===== config.mk =====
export PLATFORM = sky130hd
export DESIGN_NAME = mem_arbiter_flat
export DESIGN_NICKNAME = d
export VERILOG_FILES = /design/src/rtl/mem_arbiter_if.sv /design/src/rtl/mem_arbiter.sv /design/src/flat_wrapper.sv
export SDC_FILE = /design/constraint.sdc
export NUM_CORES = 1
export LEC_CHECK = 0
export BUFFER_PORTS_ARGS = -buffer_cell sky130_fd_sc_hd__clkbuf_2
export CAP_MARGIN = 20
export CORE_AREA = 2 2 103 105
export DETAILED_ROUTE_END_ITERATION = 6
export DIE_AREA = 0 0 105 107
export PLACE_DENSITY = 0.7
export SYNTH_ARGS = -nofsm -noshare
export SYNTH_HDL_FRONTEND = slang
export SYNTH_SLANG_ARGS = --single-unit

===== constraint.sdc =====
create_clock -name CLK -period 1.8 [get_ports CLK]
set_clock_uncertainty 0.05 [all_clocks]
set_input_delay 0 -clock CLK [delete_from_list [all_inputs] [get_ports CLK]]
set_output_delay 0 -clock CLK [all_outputs]
set_load 0.03 [all_outputs]

===== src/rtl/mem_arbiter_if.sv =====
// Cache/RAM bundle for the two-master memory arbiter.
// The slave modport is the arbiter's view; master is the caches/RAM side.
interface mem_arbiter_if;
   logic        iREN;
   logic [31:0] iaddr;
   logic        iwait;
   logic [31:0] iload;

   logic        dREN;
   logic        dWEN;
   logic [31:0] daddr;
   logic [31:0] dstore;
   logic        dwait;
   logic [31:0] dload;

   logic        ramREN;
   logic        ramWEN;
   logic [31:0] ramaddr;
   logic [31:0] ramstore;
   logic [31:0] ramload;
   logic [1:0]  ramstate;

   logic        timeout;

   modport slave (
      input  iREN, iaddr, dREN, dWEN, daddr, dstore, ramload, ramstate,
      output iwait, iload, dwait, dload, ramREN, ramWEN, ramaddr, ramstore, timeout
   );

   modport master (
      output iREN, iaddr, dREN, dWEN, daddr, dstore, ramload, ramstate,
      input  iwait, iload, dwait, dload, ramREN, ramWEN, ramaddr, ramstore, timeout
   );
endinterface


===== src/rtl/mem_arbiter.sv =====
// Round-robin arbiter between icache and dcache for one RAM port; dcache
// bursts of up to BURST_LEN words hold the grant, with a sticky wait timeout.
module mem_arbiter #(
   parameter int BURST_LEN = 2,
   parameter int TIMEOUT   = 255
) (
   input logic          CLK,
   input logic          nRST,
   mem_arbiter_if.slave bus
);

   localparam int BW = $clog2(BURST_LEN) + 1;

   localparam logic [1:0] ST_IDLE   = 2'd0;
   localparam logic [1:0] ST_DSERVE = 2'd1;
   localparam logic [1:0] ST_ISERVE = 2'd2;

   localparam logic [1:0] RAM_ACCESS = 2'd2;

   localparam logic GRANT_I = 1'b0;
   localparam logic GRANT_D = 1'b1;

   localparam logic [BW-1:0] BEAT_LAST = BW'(BURST_LEN);

   logic [1:0]    r_state;
   logic [1:0]    w_state_nxt;
   logic [BW-1:0] r_beat;
   logic [BW-1:0] w_beat_nxt;
   logic [BW-1:0] w_beat_inc;
   logic          r_last_grant;
   logic          w_last_grant_nxt;
   logic [7:0]    r_wcnt;
   logic [7:0]    w_wcnt_nxt;
   logic          r_timeout;

   logic w_dpend;
   logic w_ipend;
   logic w_access;
   logic w_waiting;

   assign w_dpend    = bus.dREN | bus.dWEN;
   assign w_ipend    = bus.iREN;
   assign w_access   = (bus.ramstate == RAM_ACCESS);
   assign w_beat_inc = r_beat + BW'(1);

   always_comb begin
      // NOTE: every next-state value is defaulted before the case so no latch is inferred.
      w_state_nxt      = r_state;
      w_beat_nxt       = r_beat;
      w_last_grant_nxt = r_last_grant;
      w_waiting        = 1'b0;

      case (r_state)
         ST_IDLE: begin
            if (w_dpend && w_ipend) begin
               w_state_nxt = (r_last_grant == GRANT_I) ? ST_DSERVE : ST_ISERVE;
            end else if (w_dpend) begin
               w_state_nxt = ST_DSERVE;
            end else if (w_ipend) begin
               w_state_nxt = ST_ISERVE;
            end
         end

         ST_DSERVE: begin
            if (!w_dpend) begin
               w_state_nxt = ST_IDLE;
               w_beat_nxt  = '0;
               if (r_beat != '0) begin
                  w_last_grant_nxt = GRANT_D;
               end
            end else if (w_access) begin
               // Burst lock: the icache waits until the dcache has its full burst.
               if (w_beat_inc == BEAT_LAST) begin
                  w_state_nxt      = ST_IDLE;
                  w_beat_nxt       = '0;
                  w_last_grant_nxt = GRANT_D;
               end else begin
                  w_beat_nxt = w_beat_inc;
               end
            end else begin
               w_waiting = 1'b1;
            end
         end

         ST_ISERVE: begin
            if (!w_ipend) begin
               w_state_nxt = ST_IDLE;
            end else if (w_access) begin
               w_state_nxt      = ST_IDLE;
               w_last_grant_nxt = GRANT_I;
            end else begin
               w_waiting = 1'b1;
            end
         end

         default: begin
            w_state_nxt = ST_IDLE;
            w_beat_nxt  = '0;
         end
      endcase
   end

   // Wait counter runs only while a granted request is being retried.
   always_comb begin
      w_wcnt_nxt = 8'd0;
      if (w_waiting) begin
         w_wcnt_nxt = (r_wcnt == 8'hFF) ? 8'hFF : r_wcnt + 8'd1;
      end
   end

   always_ff @(posedge CLK or negedge nRST) begin
      if (!nRST) begin
         r_state      <= ST_IDLE;
         r_beat       <= '0;
         r_last_grant <= GRANT_I;
         r_wcnt       <= 8'd0;
         r_timeout    <= 1'b0;
      end else begin
         // NOTE: sequential state uses non-blocking assignments only.
         r_state      <= w_state_nxt;
         r_beat       <= w_beat_nxt;
         r_last_grant <= w_last_grant_nxt;
         r_wcnt       <= w_wcnt_nxt;
         if (w_waiting && (int'(w_wcnt_nxt) >= TIMEOUT)) begin
            r_timeout <= 1'b1;
         end
      end
   end

   always_comb begin
      bus.ramREN   = 1'b0;
      bus.ramWEN   = 1'b0;
      bus.ramaddr  = 32'd0;
      bus.ramstore = 32'd0;
      bus.iwait    = 1'b1;
      bus.iload    = 32'd0;
      bus.dwait    = 1'b1;
      bus.dload    = 32'd0;

      case (r_state)
         ST_DSERVE: begin
            bus.ramaddr  = bus.daddr;
            bus.ramstore = bus.dstore;
            bus.ramWEN   = bus.dWEN;
            bus.ramREN   = bus.dREN & ~bus.dWEN;
            bus.dwait    = ~w_access;
            bus.dload    = bus.ramload;
         end
         ST_ISERVE: begin
            bus.ramaddr = bus.iaddr;
            bus.ramREN  = bus.iREN;
            bus.iwait   = ~w_access;
            bus.iload   = bus.ramload;
         end
         default: begin
         end
      endcase
   end

   assign bus.timeout = r_timeout;

endmodule


===== src/flat_wrapper.sv =====
// flat-port wrapper written by rule: the top's interface ports become plain ports
module mem_arbiter_flat 
#(
   parameter int BURST_LEN = 2,
   parameter int TIMEOUT   = 255
)
  (CLK, nRST, bus_iREN, bus_iaddr, bus_dREN, bus_dWEN, bus_daddr, bus_dstore, bus_ramload, bus_ramstate, bus_iwait, bus_iload, bus_dwait, bus_dload, bus_ramREN, bus_ramWEN, bus_ramaddr, bus_ramstore, bus_timeout);
  mem_arbiter_if bus_i ();
  input logic CLK;
  input logic nRST;
  input wire logic [$bits(bus_i.iREN)-1:0] bus_iREN;
  input wire logic [$bits(bus_i.iaddr)-1:0] bus_iaddr;
  input wire logic [$bits(bus_i.dREN)-1:0] bus_dREN;
  input wire logic [$bits(bus_i.dWEN)-1:0] bus_dWEN;
  input wire logic [$bits(bus_i.daddr)-1:0] bus_daddr;
  input wire logic [$bits(bus_i.dstore)-1:0] bus_dstore;
  input wire logic [$bits(bus_i.ramload)-1:0] bus_ramload;
  input wire logic [$bits(bus_i.ramstate)-1:0] bus_ramstate;
  output wire logic [$bits(bus_i.iwait)-1:0] bus_iwait;
  output wire logic [$bits(bus_i.iload)-1:0] bus_iload;
  output wire logic [$bits(bus_i.dwait)-1:0] bus_dwait;
  output wire logic [$bits(bus_i.dload)-1:0] bus_dload;
  output wire logic [$bits(bus_i.ramREN)-1:0] bus_ramREN;
  output wire logic [$bits(bus_i.ramWEN)-1:0] bus_ramWEN;
  output wire logic [$bits(bus_i.ramaddr)-1:0] bus_ramaddr;
  output wire logic [$bits(bus_i.ramstore)-1:0] bus_ramstore;
  output wire logic [$bits(bus_i.timeout)-1:0] bus_timeout;
  assign bus_i.iREN = bus_iREN;
  assign bus_i.iaddr = bus_iaddr;
  assign bus_i.dREN = bus_dREN;
  assign bus_i.dWEN = bus_dWEN;
  assign bus_i.daddr = bus_daddr;
  assign bus_i.dstore = bus_dstore;
  assign bus_i.ramload = bus_ramload;
  assign bus_i.ramstate = bus_ramstate;
  assign bus_iwait = bus_i.iwait;
  assign bus_iload = bus_i.iload;
  assign bus_dwait = bus_i.dwait;
  assign bus_dload = bus_i.dload;
  assign bus_ramREN = bus_i.ramREN;
  assign bus_ramWEN = bus_i.ramWEN;
  assign bus_ramaddr = bus_i.ramaddr;
  assign bus_ramstore = bus_i.ramstore;
  assign bus_timeout = bus_i.timeout;
  mem_arbiter #(.BURST_LEN(BURST_LEN), .TIMEOUT(TIMEOUT)) u_core (.CLK(CLK), .nRST(nRST), .bus(bus_i));
endmodule

After elaboration in Yosys (flattened, before gate mapping)
Index checks and enable logic that the tools add are counted.
Storage, ports and cells
  bits in registers: 14
  input bits: 135
  logic and storage cells: 69
Operators by class
  $add $sub $neg: 2
  $lt $le $gt $ge: 1
  equal/unequal tests: 12
  mux-type cells: 35
  bitwise gates (word level): 5
  reductions and logical operators: 9
Operators with widths (number)
  32-bit 2-to-1 mux: 3
  32-bit one-hot mux with 2 select lines: 1
  2-bit 2-to-1 mux: 12
  8-bit 2-to-1 mux: 2
  1-bit 2-to-1 mux: 12
  8-bit by 1-bit adder with 8-bit output (second input constant): 1
  8-bit == test (second input constant): 1
  8-bit >= comparator (second input constant): 1
  2-bit == test (second input constant): 3
  3-bit inequality test (second input constant): 2
  1-bit one-hot mux with 2 select lines: 3
  2-bit one-hot mux with 3 select lines: 1
  6-bit AND reduction: 1
  4-bit by 2-bit inequality test with 1-bit output (second input constant): 1
  2-bit one-hot mux with 2 select lines: 1
  4-bit AND reduction: 1
  2-bit nonzero test: 2
  3-bit by 1-bit inequality test with 1-bit output (second input constant): 1
  3-bit by 2-bit inequality test with 1-bit output (second input constant): 1
  1-bit NOT: 3
  2-bit by 1-bit adder with 2-bit output (second input constant): 1
  2-bit by 1-bit == test with 1-bit output (second input constant): 1
  1-bit logical AND: 2
  2-bit logical NOT: 1
  6 further kinds: 6

Longest topological paths before layout
Gate-level depths: netlist (run 1).
  word-level depth: 7
  mapped depth: 7

Least setup slack after synthesis (run 1)
No wires, ideal clock.
  kind: register to output
  start point: register u_core.r_state[1]
  end point: output port bus_ramREN
  data arrival time: 1.707 ns
  setup slack: 0.043 ns
  cell stages (with the launch flop): 6
  path buffers: 1
  path through: dfrtp_1 inv_1 ha_1 clkbuf_1 nand3b_1 a21boi_0
Between the ends
  word-level cells in the longest chain between the ends: 2
  elaborated cells between the ends (all ways): 3
  those cells by class: eq/ne (2); mux (1)
Ends and longest elaborated chain
  from (decl): RTL line mem_arbiter.sv:25  | logic [1:0] r_state;
  from (signal assigned): RTL line mem_arbiter.sv:120  | r_state <= w_state_nxt;
  2-bit == test / 2-bit by 1-bit == test with 1-bit output (equally long branches): RTL line mem_arbiter.sv:140  | case (r_state)
  1-bit one-hot mux with 2 select lines *: RTL line mem_arbiter.sv:140
  to (decl): RTL line flat_wrapper.sv:23  | output wire logic [$bits(bus_i.ramREN)-1:0] bus_ramREN;
Mark *: on every way between the ends. The rest lies on a longest branch, timed or not.

Worst setup path after layout (run 1)
  start point: register u_core.r_state[1]
  end point: output port bus_ramaddr[31]
Between the ends
  word-level cells in the longest chain between the ends: 2
  elaborated cells between the ends (all ways): 3
  those cells by class: eq/ne (2); mux (1)
Ends and longest elaborated chain
  2-bit == test / 2-bit by 1-bit == test with 1-bit output (equally long branches): RTL line mem_arbiter.sv:140
  32-bit one-hot mux with 2 select lines *: RTL line mem_arbiter.sv:140
  to (decl): RTL line flat_wrapper.sv:25  | output wire logic [$bits(bus_i.ramaddr)-1:0] bus_ramaddr;
Marks and branches as above.

==> flow_summary.json, run 1 <==
{
  "outcome": "finished, final reports clean",
  "antenna_found_initial": 0,
  "dp.cells": 677,
  "vias_per_cell": 4.22,
  "pwr-share-seq_pct": 7.4,
  "final_cells": 683,
  "cp.required_ns": 1.75,
  "grt_first_pass_wirelength_um": 14400,
  "cts_tree": "done",
  "port_buffers": 267,
  "crit_chain": "inv_2 > ha_4 > buf_12 > a22oi_1 > nor2b_1 > clkbuf_4",
  "hold_viol_final": 0,
  "p_clk_share_pct": 5.0,
  "grt.overflow.total": 0,
  "vias": 2884,
  "p_per_area_mw_per_mm2": 1610,
  "whs_ns": 0.150,
  "first_pass_iters": 4,
  "ant_nets": 0,
  "max_freq_ghz": 0.574,
  "fin_util_pct": 37.3,
  "cts_setup_buffers": 0,
  "cts_max_level": 1,
  "worstSetupEndpointType": "primary output",
  "intPower_w": 0.00247,
  "placed_area_mm2": 0.00360,
  "die_w_um": 105,
  "core-area_mm2": 0.0101,
  "multi_input_area_mm2": 0.00165,
  "numCtsBuffers": 3,
  "critPathMaxStageDelay_ns": 0.45,
  "worst-path-buf-inv": 3,
  "combPwrFrac_pct": 87.6,
  "async_flop_share_pct": 100,
  "wl_per_cell_um": 14.3,
  "ir_drop_mv": 0.757,
  "numClockSinks": 14,
  "ios": 268,
  "fin_crit_sh_pct": 96.9,
  "path_clk_slew_ns": 0.06,
  "syn_area_mm2": 0.00210,
  "clockBufferDepth": 2,
  "synth_warnings": 0,
  "fin_area_mm2": 0.00376,
  "final_layout_size_suffix_gt1_share_pct": 53.9,
  "grt_max_degree": 65,
  "rows": 37,
  "drc_errors": 0,
  "worstPathArrival_ns": 1.69,
  "n_antenna_cell": 0,
  "synth_edf_count": 0,
  "drv_slew": 0,
  "hpwl_um": 8140,
  "hold_path_class": "in2async",
  "rsz0062_at_grt": "false",
  "clockRootBuffer": "clkbuf_8",
  "synthFlopType": "dfrtp_1",
  "avgSynthCellArea_um2": 7.21,
  "clk_latency_ns": 0.24,
  "ys_types": 46,
  "tightestPinTransition_ns": 0.376,
  "die_area_mm2": 0.0112,
  "final_nets": 688,
  "setup_viol": 0,
  "cp-start-kind": "flop",
  "synth_fp_nets": 431,
  "die_h_um": 107,
  "crit_fanout": 32,
  "seq_area_um2": 353,
  "swShare_pct": 59.2,
  "grt_pass1_vias": 2622,
  "area_delta_synth_final_pct": 79.1,
  "start_util_pct": 20.8,
  "fillers": 1123,
  "drt_iter0_drc": 194,
  "wirelength_um": 9780,
  "ys_ff_latch": 14,
  "track_usage_pct": 15.7,
  "power.switching_w": 0.00359,
  "postSynthCellCount": 291,
  "crit_slowest_cell": "dfrtp_2",
  "relSlewSlack_pct": 75.0,
  "seq_area_frac_synth_pct": 16.7,
  "critPathKind": "reg2out",
  "crit_family": "buffers and inverters",
  "p_leak_nw": 2.05,
  "maxCapViolCount": 0,
  "place.gp.congestion": 0.820,
  "min_period_ns": 1.74
}
[synthesized netlist by cell type (2+ instances only)]
| library cell | n | area [µm²] |
|---|---|---|
| o21ai_2 | 2 | 17.5 |
| and2_1 | 97 | 607 |
| o21ai_0 | 3 | 15.0 |
| nand3b_1 | 2 | 15.0 |
| mux2i_1 | 2 | 20.0 |
| a22oi_1 | 33 | 248 |
| a21o_1 | 2 | 15.0 |
| nand4_1 | 2 | 12.5 |
| nand2_1 | 13 | 48.8 |
| a31oi_1 | 2 | 12.5 |
| inv_1 | 6 | 22.5 |
| nor2b_1 | 33 | 206 |
| nor2_1 | 6 | 22.5 |
| a21oi_1 | 10 | 50.1 |
| ha_1 | 5 | 62.6 |
| clkbuf_1 | 18 | 67.6 |
| and4_1 | 2 | 17.5 |
| dfrtp_1 | 14 | 350 |
| buf_2 | 7 | 35.0 |
| nand3_1 | 6 | 30.0 |
[stage by stage]
| stage | TNS (ns) | total power [W] | setup slack (ns) |
|---|---|---|---|
| 2_1_floorplan | 0 | 0.00397 | 0.0427 |
| 5_1_grt | 0 | 0.00645 | 0.00124 |
| 3_5_place_dp | 0 | 0.00552 | 0.118 |
| 3_3_place_gp | 0 | 0.00551 | 0.165 |
| 6_report | 0 | 0.00606 | 0.0564 |
| 4_1_cts | -0.0195 | 0.00587 | -0.0195 |
[flip-flops by register name, summed over array words and instances (netlist names)]
signal and flops:
u_core.r_last_grant 1, u_core.r_state 2, u_core.r_wcnt 8, u_core.bus.timeout 1, u_core.r_beat 2
[final cells by class]
class	instances	share of cell area [%]
timing repair buffer	279	40.2
clock buffer	4	1.46
inverter	6	0.666
multi-input combinational	244	43.8
tap	136	4.53
sequential	14	9.38
[repair_timing]
| item | in CTS | in global routing |
|---|---|---|
| setup endpoints to repair | 41 | 103 |
| gates resized for setup | 4 | 26 |
| hold buffers | 1 | 0 |
| endpoints found under the hold margin | 14 | 0 |
| gates cloned | 0 | 1 |
[cells in the final DEF (no fill, tap or decap), drive strengths merged, types with 2 or more instances in the layout]
cell / instances
nor2b: 33
clkbuf: 262
and4: 2
o21ai: 5
nand3: 6
nor2: 7
dfrtp: 14
nand4: 2
buf: 20
ha: 5
nand3b: 2
a21o: 2
a22oi: 33
and2: 97
nand2: 13
or2: 2
inv: 6
a21oi: 10
mux2i: 2
a31oi: 2
[routing by layer]
metal / global-route usage (%) / share of wire [%] / wire length (µm)
met5: 0 / 0 / 0
met3: 3.16 / 6.8 / 668
met1: 20.3 / 42 / 4060
met2: 27.8 / 51 / 5010
met4: 1.81 / 0.37 / 36
[cells by family after synthesis]
logic type,count (synthesis),share of synthesized area [%]
AO/OA/AOI/OAI,64,22.5
XOR/XNOR,2,0.834
adder cells (fa/ha/maj),5,2.98
buffers and inverters,33,6.73
flip-flops,14,16.7
multiplexers,2,0.954
AND/OR/NAND/NOR,171,49.3
[power by group through the flow]
stage / logic (W) / registers (W) / clock network, W
after floorplan: 0.00355 / 0.000423 / 0
after global placement: 0.00508 / 0.000425 / 0
after detailed placement: 0.00509 / 0.000428 / 0
after CTS: 0.00513 / 0.000424 / 0.000314
after global routing: 0.00566 / 0.000457 / 0.000327
final: 0.00530 / 0.000448 / 0.000304
[path summary, 6_finish.rpt]
kind	startpoint	endpoint	slack, ns	depth (start not counted)
max reg2reg	u_core.r_state[1]$_DFFE_PN0P_	u_core.r_state[1]$_DFFE_PN0P_	0.12	6
min reg2reg	u_core.bus.timeout$_DFFE_PN0P_	u_core.bus.timeout$_DFFE_PN0P_	0.42	1
min in group CLK	bus_iREN	u_core.r_last_grant$_DFFE_PN0P_	0.16	4
max in group asynchronous	nRST	u_core.r_state[0]$_DFFE_PN0P_	1.26	2
min	nRST	u_core.r_wcnt[0]$_DFF_PN0_	0.15	2
max	u_core.r_state[1]$_DFFE_PN0P_	bus_ramaddr[31]	0.06	6
(Power assumes the default switching activity.)
==> inputs of run 2 (changes only) <==
- CORE_AREA: 2 2 103 105 -> 2 2 105 107
- DIE_AREA: 0 0 105 107 -> 0 0 107 109
- PLACE_DENSITY: 0.7 -> 0.66
- RECOVER_POWER: default -> 50
- clock period: 1.8 -> 1.63 ns (I/O delays scaled with it)
==> flow_summary.json, run 2 (synthesis gave the netlist of run 1 again) <==
{
  "critPathKind": "reg2out",
  "largest_reg_flops": 8,
  "min_period_ns": 1.77,
  "grt_pass1_vias": 3356,
  "dp.cells": 689,
  "grt_max_degree": 34,
  "rsz0062_at_grt": "true",
  "vias": 3382,
  "n_antenna_cell": 0,
  "die_area_mm2": 0.0117,
  "setup_viol": 91,
  "wirelength_um": 13400,
  "final_layout_size_suffix_gt1_share_pct": 76.9,
  "hold_viol_final": 0,
  "crit_chain": "inv_2 > buf_4 > ha_4 > buf_12 > a21boi_2 > clkbuf_8",
  "maxCapViolCount": 0,
  "antenna_found_initial": 0,
  "ir_drop_mv": 1.04,
  "area_delta_synth_final_pct": 168,
  "mostFrequentLayoutCells": "153 x clkbuf_2, 53 x and2_4, 46 x buf_8",
  "rows": 38,
  "finalWorstSetupSlack_ns": -0.137,
  "core-area_mm2": 0.0106,
  "critPathMaxStageDelay_ns": 0.41,
  "drc_errors": 0,
  "clockBufferDepth": 2,
  "hold_path_class": "in2reg",
  "grt.overflow.total": 0,
  "relSlewSlack_pct": 45.2,
  "p_per_area_mw_per_mm2": 1980,
  "wl_per_cell_um": 18.7,
  "multi_input_area_mm2": 0.00214,
  "outcome": "finished, violations left",
  "max_freq_ghz": 0.566,
  "die_h_um": 109,
  "drv_slew": 0,
  "top_regs": "u_core.r_wcnt: 8 flops, u_core.r_beat: 2 flops, u_core.r_state: 2 flops",
  "final_nets": 721,
  "start_util_pct": 19.8,
  "numClockSinks": 14,
  "ios": 268,
  "cts_max_level": 1,
  "fillers": 941,
  "clockRootBuffer": "clkbuf_8",
  "crit_fanout": 17,
  "cp-start-kind": "flop",
  "track_usage_pct": 20.4,
  "fin_util_pct": 53.0,
  "cp.required_ns": 1.58,
  "numCtsBuffers": 3,
  "regMostFlops": "u_core.r_wcnt",
  "die_w_um": 107,
  "fin_crit_sh_pct": 108,
  "ant_nets": 0,
  "drt_iter0_drc": 189,
  "place.gp.congestion": 0.953,
  "port_buffers": 267,
  "p_leak_nw": 2.72,
  "vias_per_cell": 4.70,
  "hpwl_um": 9240,
  "seq_area_um2": 352,
  "violations": "negative setup slack",
  "final_cells": 720,
  "crit_slowest_cell": "dfrtp_1",
  "cts_tree": "done",
  "final_common_cell": "clkbuf_2",
  "worstPathArrival_ns": 1.72,
  "first_pass_iters": 4,
  "tightestPinTransition_ns": 0.821,
  "finalSetupTns_ns": -7.62,
  "worstSetupEndpointType": "primary output",
  "path_clk_slew_ns": 0.07,
  "worst-path-buf-inv": 4,
  "crit_family": "buffers and inverters",
  "grt_first_pass_wirelength_um": 18300,
  "clk_latency_ns": 0.25
}
[run 2: worst paths after layout]
path | startpoint | endpoint | slack [ns] | depth (start not counted)
worst min register to register | u_core.bus.timeout$_DFFE_PN0P_ | u_core.bus.timeout$_DFFE_PN0P_ | 0.41 | 1
worst max-delay path | u_core.r_state[1]$_DFFE_PN0P_ | bus_ramREN | -0.14 | 6
worst min-delay path | bus_iREN | u_core.r_last_grant$_DFFE_PN0P_ | 0.18 | 4
worst max register to register | u_core.r_state[1]$_DFFE_PN0P_ | u_core.bus.timeout$_DFFE_PN0P_ | -0.11 | 6
max in group asynchronous | nRST | u_core.r_state[0]$_DFFE_PN0P_ | 0.66 | 2
min in group asynchronous | nRST | u_core.r_wcnt[4]$_DFF_PN0_ | 0.32 | 2
[run 2: final cells by class]
| cell class | count | share of cell area [%] |
|---|---|---|
| Tap cell | 140 | 3.12 |
| Clock buffer | 4 | 0.979 |
| Inverter | 6 | 0.490 |
| Multi-Input combinational cell | 244 | 38.1 |
| Timing Repair Buffer | 312 | 51.1 |
| Sequential cell | 14 | 6.25 |
[run 2: metal layers]
| layer | GRT usage (%) | vias up | wire length (µm) |
|---|---|---|---|
| met5 | 0 | - | 0 |
| met4 | 4.27 | 0 | 236 |
| met3 | 3.83 | 18 | 1070 |
| met2 | 35.8 | 155 | 6940 |
| met1 | 26.1 | 1630 | 5180 |
| li1 | - | 1579 | - |
[run 2: power breakdown]
part           switching [W]  internal [W]  leakage, nW
sequential         0.0000807      0.000416        0.189
combinational        0.00498       0.00532         2.50
clock               0.000139      0.000214       0.0288
total                0.00520       0.00595         2.72
[run 2: per-stage QoR]
| stage | setup WS [ns] | area (µm²) | hold WS, ns | total power (W) |
|---|---|---|---|---|
| after floorplan | 0.0107 | 2170 | -0.346 | 0.00456 |
| after detailed placement | 0.00741 | 3760 | -0.112 | 0.00661 |
| after global placement | 0.0443 | 3760 | -0.122 | 0.00652 |
| after global routing | -0.184 | 5620 | 0.203 | 0.0116 |
| final | -0.137 | 5620 | 0.180 | 0.0111 |
| after CTS | -0.109 | 5140 | 0.152 | 0.00959 |
[run 2: what timing repair did]
item	CTS	global route
resized for setup	246	157
endpoints found under the setup margin	122	145
endpoints found under the hold margin	14	0
gates cloned	8	8
hold buffers	1	0
pin swaps	4	14
setup buffers	10	1
[run 2: worst register-to-register path: stages, from the launching register on]
cell and delay [ns]:
dfrtp_1 0.42, buf_4 0.16, ha_4 0.21, or3_4 0.41, o2111ai_4 0.14, nor2_2 0.07
a31o_1 0.17
